[config.mk]
export PLATFORM = sky130hd
export DESIGN_NAME = wash_run
export DESIGN_NICKNAME = d
export VERILOG_FILES = /design/src/rtl/wash_pkg.sv /design/src/rtl/wash_run_bcd_sub3.sv /design/src/rtl/wash_run.sv
export SDC_FILE = /design/constraint.sdc
export NUM_CORES = 1
export LEC_CHECK = 0
export CORE_MARGIN = 2
export CORE_UTILIZATION = 46
export CTS_BUF_LIST = sky130_fd_sc_hd__clkbuf_8
export CTS_CLUSTER_DIAMETER = 100
export DETAILED_ROUTE_END_ITERATION = 10
export GPL_TIMING_DRIVEN = 0
export PLACE_DENSITY = 0.75
export SETUP_SLACK_MARGIN = 0.3
export SKIP_CTS_REPAIR_TIMING = 1
export SLEW_MARGIN = 40
export SYNTH_ARGS = -nofsm -noshare
export SYNTH_HDL_FRONTEND = slang
export SYNTH_SLANG_ARGS = --single-unit
export TNS_END_PERCENT = 5
[constraint.sdc]
create_clock -name clk -period 6.3 [get_ports clk]
set_input_delay 1.26 -clock clk [delete_from_list [all_inputs] [get_ports clk]]
set_output_delay 1.26 -clock clk [all_outputs]
set_load 0.005 [all_outputs]
[src/rtl/wash_pkg.sv]
// rtl/wash_pkg.sv - shared state codes, widths and mm:ss helper for the wash cycle stage
package wash_pkg;
   localparam int DIGIT_W = 4;
   localparam int MONEY_W = 12;
   localparam int TIME_W  = 16;

   typedef enum logic [2:0] {
      ST_IDLE   = 3'd0,
      ST_CHECK  = 3'd1,
      ST_RUN    = 3'd2,
      ST_PAUSE  = 3'd3,
      ST_FINISH = 3'd4
   } state_e;

   localparam logic [1:0] MODE_DRY   = 2'd0;
   localparam logic [1:0] MODE_SMALL = 2'd1;
   localparam logic [1:0] MODE_MED   = 2'd2;
   localparam logic [1:0] MODE_BIG   = 2'd3;

   // One-second decrement of a BCD {m1,m0,s1,s0}; never called on 00:00.
   function automatic logic [TIME_W-1:0] bcd_time_dec(input logic [TIME_W-1:0] t);
      logic [DIGIT_W-1:0] m1, m0, s1, s0;
      {m1, m0, s1, s0} = t;
      if (s0 != 4'd0) s0 = s0 - 4'd1;
      else begin
         s0 = 4'd9;
         if (s1 != 4'd0) s1 = s1 - 4'd1;
         else begin
            s1 = 4'd5;
            if (m0 != 4'd0) m0 = m0 - 4'd1;
            else begin
               m0 = 4'd9;
               m1 = m1 - 4'd1;
            end
         end
      end
      return {m1, m0, s1, s0};
   endfunction
endpackage

[src/rtl/wash_run_bcd_sub3.sv]
// rtl/wash_run_bcd_sub3.sv - combinational 3-digit BCD subtractor, borrow_out=1 means a<b
module bcd_sub3
   import wash_pkg::*;
(
   input  logic [MONEY_W-1:0] a,
   input  logic [MONEY_W-1:0] b,
   output logic [MONEY_W-1:0] diff,
   output logic               borrow_out
);
   logic [DIGIT_W:0] t;
   logic             br;

   always_comb begin
      t    = '0;
      br   = 1'b0;
      diff = '0;
      for (int i = 0; i < 3; i++) begin
         t  = {1'b0, a[i*DIGIT_W +: DIGIT_W]} - {1'b0, b[i*DIGIT_W +: DIGIT_W]}
              - {{DIGIT_W{1'b0}}, br};
         br = t[DIGIT_W];
         diff[i*DIGIT_W +: DIGIT_W] = br ? t[DIGIT_W-1:0] + DIGIT_W'(10) : t[DIGIT_W-1:0];
      end
      borrow_out = br;
   end
endmodule

[src/rtl/wash_run.sv]
// rtl/wash_run.sv - wash cycle execution: debit, mm:ss countdown, lid pause/fine, alarm
module wash_run
   import wash_pkg::*;
#(
   parameter int          TICK_DIV = 100000000,
   parameter logic [15:0] DUR0     = 16'h0030,
   parameter logic [15:0] DUR1     = 16'h0045,
   parameter logic [15:0] DUR2     = 16'h0100,
   parameter logic [15:0] DUR3     = 16'h0130,
   parameter int          ALARM_S  = 3
) (
   input  logic                clk,
   input  logic                rst,
   input  logic                start,
   input  logic                abort,
   input  logic [1:0]          mode,
   input  logic [MONEY_W-1:0]  balance,
   input  logic [MONEY_W-1:0]  dy_price,
   input  logic [MONEY_W-1:0]  s_price,
   input  logic [MONEY_W-1:0]  m_price,
   input  logic [MONEY_W-1:0]  b_price,
   input  logic [MONEY_W-1:0]  setfine,
   input  logic                lid_open,
   output logic                busy,
   output logic                motor_on,
   output logic                alarm,
   output logic                done,
   output logic                err_funds,
   output logic                err_lid,
   output logic                fine_short,
   output logic [MONEY_W-1:0]  bal_out,
   output logic                bal_wr,
   output logic [TIME_W-1:0]   rem_bcd,
   output logic [2:0]          state
);
   localparam int PW = (TICK_DIV > 1) ? $clog2(TICK_DIV) : 1;
   localparam int AW = (ALARM_S > 1) ? $clog2(ALARM_S) : 1;

   state_e             state_q, state_d;
   logic [PW-1:0]      presc_q, presc_d;
   logic [AW-1:0]      acnt_q, acnt_d;
   logic [1:0]         mode_q, mode_d;
   logic [MONEY_W-1:0] price_q, price_d, bal_q, bal_d;
   logic [TIME_W-1:0]  rem_q, rem_d;
   logic busy_q, busy_d, motor_q, motor_d, alarm_q, alarm_d, done_q, done_d;
   logic efunds_q, efunds_d, elid_q, elid_d, fshort_q, fshort_d, balwr_q, balwr_d;

   logic               tick;
   logic [MONEY_W-1:0] sub_a, sub_b, sub_diff;
   logic               sub_borrow;
   logic [MONEY_W-1:0] price_sel;
   logic [TIME_W-1:0]  dur_sel;

   // The single subtractor serves the price debit in CHECK and the fine in RUN.
   assign sub_a = (state_q == ST_CHECK) ? balance : bal_q;
   assign sub_b = (state_q == ST_CHECK) ? price_q : setfine;

   bcd_sub3 u_sub (.a(sub_a), .b(sub_b), .diff(sub_diff), .borrow_out(sub_borrow));

   assign tick = (presc_q == PW'(TICK_DIV - 1));

   always_comb begin
      case (mode)
         MODE_DRY:   price_sel = dy_price;
         MODE_SMALL: price_sel = s_price;
         MODE_MED:   price_sel = m_price;
         default:    price_sel = b_price;
      endcase
      case (mode_q)
         MODE_DRY:   dur_sel = DUR0;
         MODE_SMALL: dur_sel = DUR1;
         MODE_MED:   dur_sel = DUR2;
         default:    dur_sel = DUR3;
      endcase
   end

   always_comb begin
      state_d  = state_q;
      presc_d  = presc_q;
      acnt_d   = acnt_q;
      mode_d   = mode_q;
      price_d  = price_q;
      bal_d    = bal_q;
      rem_d    = rem_q;
      done_d   = 1'b0;
      efunds_d = 1'b0;
      elid_d   = 1'b0;
      fshort_d = 1'b0;
      balwr_d  = 1'b0;
      if (state_q == ST_RUN || state_q == ST_FINISH)
         presc_d = tick ? '0 : presc_q + PW'(1);
      case (state_q)
         ST_IDLE: if (start) begin
            if (lid_open) elid_d = 1'b1;
            else begin
               mode_d  = mode;
               price_d = price_sel;
               presc_d = '0;
               state_d = ST_CHECK;
            end
         end
         ST_CHECK: if (!sub_borrow) begin
            bal_d   = sub_diff;
            balwr_d = 1'b1;
            rem_d   = dur_sel;
            state_d = ST_RUN;
         end else begin
            efunds_d = 1'b1;
            state_d  = ST_IDLE;
         end
         ST_RUN: if (abort) state_d = ST_IDLE;
         else if (lid_open) begin
            state_d  = ST_PAUSE;
            balwr_d  = 1'b1;
            bal_d    = sub_borrow ? '0 : sub_diff;
            fshort_d = sub_borrow;
         end else if (tick) begin
            if (rem_q == 16'h0001) begin
               rem_d   = '0;
               done_d  = 1'b1;
               acnt_d  = '0;
               state_d = ST_FINISH;
            end else rem_d = bcd_time_dec(rem_q);
         end
         ST_PAUSE: if (abort) state_d = ST_IDLE;
         else if (!lid_open) state_d = ST_RUN;
         ST_FINISH: if (tick) begin
            if (acnt_q == AW'(ALARM_S - 1)) state_d = ST_IDLE;
            else acnt_d = acnt_q + AW'(1);
         end
         default: state_d = ST_IDLE;
      endcase
      busy_d  = (state_d != ST_IDLE);
      motor_d = (state_d == ST_RUN);
      alarm_d = (state_d == ST_FINISH);
   end

   always_ff @(posedge clk) begin
      if (rst) begin
         state_q <= ST_IDLE;
         presc_q <= '0;
         acnt_q  <= '0;
         mode_q  <= '0;
         price_q <= '0;
         bal_q   <= '0;
         rem_q   <= '0;
         busy_q  <= 1'b0;
         motor_q <= 1'b0;
         alarm_q <= 1'b0;
         done_q  <= 1'b0;
         efunds_q <= 1'b0;
         elid_q  <= 1'b0;
         fshort_q <= 1'b0;
         balwr_q <= 1'b0;
      end else begin
         state_q <= state_d;
         presc_q <= presc_d;
         acnt_q  <= acnt_d;
         mode_q  <= mode_d;
         price_q <= price_d;
         bal_q   <= bal_d;
         rem_q   <= rem_d;
         busy_q  <= busy_d;
         motor_q <= motor_d;
         alarm_q <= alarm_d;
         done_q  <= done_d;
         efunds_q <= efunds_d;
         elid_q  <= elid_d;
         fshort_q <= fshort_d;
         balwr_q <= balwr_d;
      end
   end

   assign state      = state_q;
   assign busy       = busy_q;
   assign motor_on   = motor_q;
   assign alarm      = alarm_q;
   assign done       = done_q;
   assign err_funds  = efunds_q;
   assign err_lid    = elid_q;
   assign fine_short = fshort_q;
   assign bal_out    = bal_q;
   assign bal_wr     = balwr_q;
   assign rem_bcd    = rem_q;
endmodule

Yosys cells after proc, flatten, opt, wreduce, memory -nomap -nowiden
Index checks and enable logic that the tools add are counted.

operators by class
  add/subtract/negate cells = 13
  equality and inequality tests = 24
  multiplexer cells = 56
  bitwise operators = 6
  reduce and logical (&&, ||, !) cells = 21

operators with widths
  cell                                              number
  2-to-1 mux 27 bit                                 5
  2-to-1 mux 16 bit                                 5
  2-to-1 mux 12 bit                                 6
  2-to-1 mux 4 bit                                  11
  case mux 12 bit (3 select lines)                  1
  case mux 16 bit (2 select lines)                  1
  2-to-1 mux 3 bit                                  10
  adder 27 x 1 -> 27 bit, second input constant     1
  == test 27 bit, second input constant             1
  case mux 9 bit (3 select lines)                   1
  case mux 12 bit (2 select lines)                  1
  == test 16 x 1 -> 1 bit, second input constant    1
  subtractor 4 x 1 -> 4 bit, second input constant  4
  case mux 3 bit (5 select lines)                   1
  subtractor 4 x 4 -> 5 bit                         3
  2-to-1 mux 2 bit                                  7
  inequality test 2 bit, second input constant      7
  AND reduction 7 bit                               2
  nonzero test 4 bit                                3
  subtractor 5 x 1 -> 5 bit                         2
  == test 3 x 2 -> 1 bit, second input constant     3
  inequality test 3 bit, second input constant      3
  adder 4 bit, second input constant                2
  AND reduction 8 bit                               1
  other kinds (23)                                  38

word-level totals
  register bits after elaboration = 82
  bits of input ports = 79
  output and inout port bits = 39
  logic and storage cells = 138

Depth between registers and ports, before layout
Gate-level depths: netlist of run 1.

  depth in word-level cells = 10
  depth in mapped cells = 28
  mapped depth without buffers = 23

Modules after synthesis
A second synthesis of run 1 with hierarchy kept.

unflattened totals
  cells, all modules = 613
  area, all modules = 5068.6 µm²

modules (own cells, without submodules)
  module    times used  cells each  area an instance (µm²)  seq. area each (µm²)
  wash_run  1           528         4340.4                  1641.6
  bcd_sub3  1           85          728.2                   0.0

Worst setup path before layout of run 1
No wires, ideal clock.

  path type = register to register
  start point = reg state_q[0] (netlist: state[0])
  end point = reg bal_q[10] (netlist: bal_out[10])
  library setup time = 0.065 ns
  data arrival time = 6.053 ns
  required time = 6.235 ns
  slack = 0.182 ns
  stages on the path, launching flop included = 29
  buffers on the path = 5
  clock period less this slack = 6.118 ns
  cells stage by stage = dfxtp_1 -> buf_2 -> nor3b_1 -> buf_2 -> buf_1 -> mux2_2 -> ha_1 -> fa_1 -> nor2b_1 -> o21ai_0 -> nand2_1 -> fa_1 -> inv_1 -> fa_1 -> a21bo_2 -> a21oi_1 -> nor2_1 -> xor2_1 -> ha_1 -> a21o_1 -> inv_1 -> fa_1 -> and3b_1 -> o221a_2 -> buf_2 -> a21oi_1 -> clkbuf_1 -> a22oi_1 -> nor2_1

between the ends
  word-level cells in the longest chain between the ends = 9
  elaborated cells between the ends (all ways) = 19
  classes of those cells = add/sub: 5; eq/ne: 5; mux: 7; reduce/logical: 2

ends and longest elaborated chain
  item                                     RTL line                                        RTL
  start, declared                          wash_run.sv:39                                  state_e state_q, state_d;
  start signal, assigned                   wash_run.sv:156                                 state_q <= state_d;
  == test 3 x 1 -> 1 bit                   wash_run.sv:55, wash_run.sv:56, wash_run.sv:92
  2-to-1 mux 12 bit (on tied branches)     wash_run.sv:55, wash_run.sv:56
  subtractor 4 x 4 -> 5 bit                wash_run_bcd_sub3.sv:18                         t = {1'b0, a[i*DIGIT_W +: DIGIT_W]} - {1'b0, b[i*DIGIT_W +: DIGIT_W]}
  subtractor 5 x 1 -> 5 bit (2 in series)  wash_run_bcd_sub3.sv:19                         - {{DIGIT_W{1'b0}}, br};
  2-to-1 mux 12 bit                        wash_run.sv:115                                 bal_d = sub_borrow ? '0 : sub_diff;
  2-to-1 mux 12 bit                        wash_run.sv:112                                 else if (lid_open) begin
  2-to-1 mux 12 bit                        wash_run.sv:111                                 ST_RUN: if (abort) state_d = ST_IDLE;
  case mux 12 bit (2 select lines)         wash_run.sv:92                                  case (state_q)
  end signal, assigned                     wash_run.sv:161                                 bal_q <= bal_d;
  end, declared                            wash_run.sv:43                                  logic [MONEY_W-1:0] price_q, price_d, bal_q, bal_d;

Several ways; a longest one is shown, not always the timed one. The select of a mux whose other input is x is not followed.
A chain may end at the register's enable or synchronous reset.

Final worst setup path of run 1
  start point = in setfine[0]
  end point = reg rem_q[8] (netlist: rem_bcd[8])

between the ends
  word-level cells in the longest chain between the ends = 6

ends and longest elaborated chain
  item                                     RTL line                 RTL
  start, declared                          wash_run.sv:22           input logic [MONEY_W-1:0] setfine,
  2-to-1 mux 12 bit                        wash_run.sv:56           assign sub_b = (state_q == ST_CHECK) ? price_q : setfine;
  subtractor 4 x 4 -> 5 bit                wash_run_bcd_sub3.sv:18
  subtractor 5 x 1 -> 5 bit (2 in series)  wash_run_bcd_sub3.sv:19
  inequality test 2 bit (no source line)   --
  AND reduction 7 bit (no source line)     --
  end signal, assigned                     wash_run.sv:162          rem_q <= rem_d;
  end, declared                            wash_run.sv:44           logic [TIME_W-1:0] rem_q, rem_d;

Every way passes these cells.

==> metrics.txt, run 1 <==
nets@finish=839; Initial DRC Count=392; Starting Density=0.4744; DIE AREA=12,140 um2; Critical Path Slowest Stage Cell=fa_2; Core Box Area=10,940 um2; critical-path cell list=clkdlybuf4s50_1, mux2_2, ha_2, fa_2, nor2b_4, o21ai_2, nand2_2, fa_2, inv_1, fa_2, a21bo_4, a21oi_4, nor2_1, xor2_1, ha_1, a21o_1, inv_1, fa_2, and3b_1, o221a_2, buf_6, o211ai_4, mux2_2; worst min-delay path class=flip-flop to flip-flop; initial antenna violation count=0; Synth Warn #=0; crit path kind=input pin to flip-flop; Rows=38; DPL Wire Length=11,370 um; Post-Route WL=14,790 um; commonest non-fill, non-tap cell in the layout=clkdlybuf4s50_1; top_reg_cell synth=dfxtp_1; most frequent cells in the layout=clkdlybuf4s50_1, dfxtp_1, nor2_1; ANT cells=0; FILL cells=968; Power Dens Cells=188.8 nW/um2; CTS Buf Count=9; final period utilization=0.9292; most used cell, CP=fa_2; Synthesized Nets=705; storage element area=1642 um2; EDFF count, synth=0; first-pass GRT wire length=22,900 um; layout cells sized above 1=0.1318; FFs w/ async S/R, synth=0; # setup viols final=0; GRT Util Overall=0.2421; slew margin rel.=0.4617; Achievable Freq=170.8 MHz; chip width=110.2 um; Ports=118; depth of the CTS H-tree=3; final hold violations=0; synthesized area per cell=8.675 um2; Final Skew=0.01025 ns; Lkg Pwr=2.490 nW; critical path endpoint category=flip-flop; Unique masters post-synth=74; vias post-DR=5,057; drt wl/cell=16.88 um; CTS Sinks=82; vias in the first global route=4,775; Largest delay share family, worst path=adder cells; ANT nets after route=0; worst path bufs/invs=4; Worst Tran Pin Value=0.8014 ns; TritonRoute pass-1 iters=5; Die H=110.2 um; sequential share of the synthesized area=0.3164; CTS tree=yes; Setup crit start kind=input pin; Mapped Cells=598; Layout Cells excl Fill=876; Final Max Tran Viols=0; RSZ-0062 raised after global routing=false; clk buf depth=2; placer congestion estimate=0.8906; max-cap viol count=0; Worst VDD drop=104.3 uV; total grt overflow=0; via/cell ratio=5.773; final core utilization=0.6301; drt drc=0; status=finished clean; Worst EP required=6.55 ns; cell count after placement=855; largest fanout on the critical path=10; largest net degree at the start of global routing=13; clock root cell=clkbuf_8; Final min period=5.854 ns; CTS clk-pin slew, worst paths=0.08 ns; CP peak stage delay=0.43 ns; Area growth syn-to-layout=32.83%; later-pin clock latency in the skew report=0.36 ns; multi-input logic area=3366 um2; critical path arrival=6.10 ns; Mapped Area=5187 um2; IO buf count=117; Seq cells post-synth=82
[cell type report]
type                            count  share of cell area
Timing Repair Buffer              123              0.1770
Sequential cell                    82              0.2382
Clock buffer                       10             0.01997
Tap cell                          140             0.02542
Clock inverter                      5            0.006900
Inverter                           42             0.02288
Buffer                             28             0.02106
Multi-Input combinational cell    446              0.4885
[per-layer routing]
layer | GRT usage | vias to the layer above | part of all wire
li1 | - | 2421 | -
met1 | 0.3115 | 2418 | 0.44
met2 | 0.3988 | 186 | 0.48
met3 | 0.05173 | 32 | 0.060
met4 | 0.09018 | 0 | 0.023
met5 | 0 | - | 0
[worst register-to-register path: stages, from the launching register on]
cell      delay [ns]
dfxtp_1         0.36
buf_2           0.20
nor3b_1         0.20
buf_4           0.21
buf_6           0.17
mux2_2          0.35
ha_2            0.19
fa_2            0.39
nor2b_4         0.14
o21ai_2         0.08
nand2_2         0.08
fa_2            0.20
inv_1           0.06
fa_2            0.43
a21bo_4         0.24
a21oi_4         0.13
nor2_1          0.09
xor2_1          0.17
ha_1            0.16
a21o_1          0.13
inv_1           0.07
fa_2            0.40
and3b_1         0.19
o221a_2         0.29
buf_6           0.15
o211ai_4        0.21
mux2_2          0.37
[flip-flops by register name (all words and copies together), names as in the netlist]
name        cells
bal_wr          1
state           3
price_q        12
motor_on        1
fine_short      1
presc_q        27
done            1
alarm           1
err_lid         1
acnt_q          2
err_funds       1
mode_q          2
busy            1
rem_bcd        16
bal_out        12
[Yosys cell counts (all sizes together), types with 3 or more instances]
cell	instances	area, um2
dfxtp	82	1642
nand2	61	236.5
nor2	61	231.5
inv	42	157.7
a21oi	36	180.2
xnor2	25	219.0
ha	24	300.3
nand3	24	125.1
o21ai	20	100.1
mux2i	19	190.2
nor3	15	80.08
nor4	15	108.9
buf	14	63.82
clkbuf	14	52.55
mux2	12	135.1
mux4	12	270.3
nand4	10	68.81
a22oi	6	45.04
nor4b	6	65.06
xor2	6	52.55
a211oi	5	42.54
nor2b	5	31.28
nor3b	5	42.54
or3	5	31.28
or3b	5	43.80
and3	4	25.02
fa	4	80.08
o32ai	4	35.03
or4	4	30.03
a21bo	3	30.03
a21o	3	22.52
a31oi	3	18.77
and4	3	26.28
o22ai	3	18.77
o31ai	3	22.52
[power by group]
| group | leakage, nW | internal, mW | switching, mW |
|---|---|---|---|
| sequential | 0.663 | 0.533 | 0.0128 |
| combinational | 1.72 | 0.195 | 0.185 |
| clock | 0.105 | 0.188 | 0.188 |
| total | 2.49 | 0.916 | 0.385 |
[kinds of logic after synthesis]
logic type	Yosys count	share of synthesized area
compound gates	110	0.1471
xor+xnor	32	0.05692
fa+ha+maj	28	0.07332
buf+inv	70	0.05282
flops	82	0.3164
mux	43	0.1148
simple gates	233	0.2385
[through the flow]
step / cell area [um2] / hold WS (ns) / setup TNS (ns) / power, mW / setup slack [ns]
floorplan: 5189 / 0.4329 / 0 / 0.7694 / 0.3161
global placement: 6535 / 0.4402 / -9.662 / 0.8872 / -0.6018
detailed placement: 6541 / 0.4482 / -17.02 / 0.9011 / -0.8393
CTS: 6726 / 0.4596 / -15.49 / 1.270 / -0.8093
global route: 6890 / 0.4848 / 0 / 1.365 / 0.2958
finish: 6890 / 0.4590 / 0 / 1.301 / 0.4460
[path summary, 6_finish.rpt]
kind / start / to / slack, ns / cells after the start
worst max-delay path: setfine[0] / rem_bcd[8] / 0.45 / 23
worst min-delay path: price_q[9] / price_q[9] / 0.46 / 2
worst max register to register: state[0] / rem_bcd[8] / 0.52 / 26
worst min register to register: price_q[9] / price_q[9] / 0.46 / 2
Power figures use the tool's default switching activity.
==> inputs of run 2 (changes only) <==
--- a/config.mk
+++ b/config.mk
@@ -11,6 +11,7 @@
 export CTS_CLUSTER_DIAMETER = 100
 export DETAILED_ROUTE_END_ITERATION = 10
 export GPL_TIMING_DRIVEN = 0
+export HOLD_SLACK_MARGIN = 0.08
 export PLACE_DENSITY = 0.75
 export SETUP_SLACK_MARGIN = 0.3
 export SKIP_CTS_REPAIR_TIMING = 1
==> results of run 2 <==
Same layout as run 1: the final DEF is identical, and so are final timing and power.
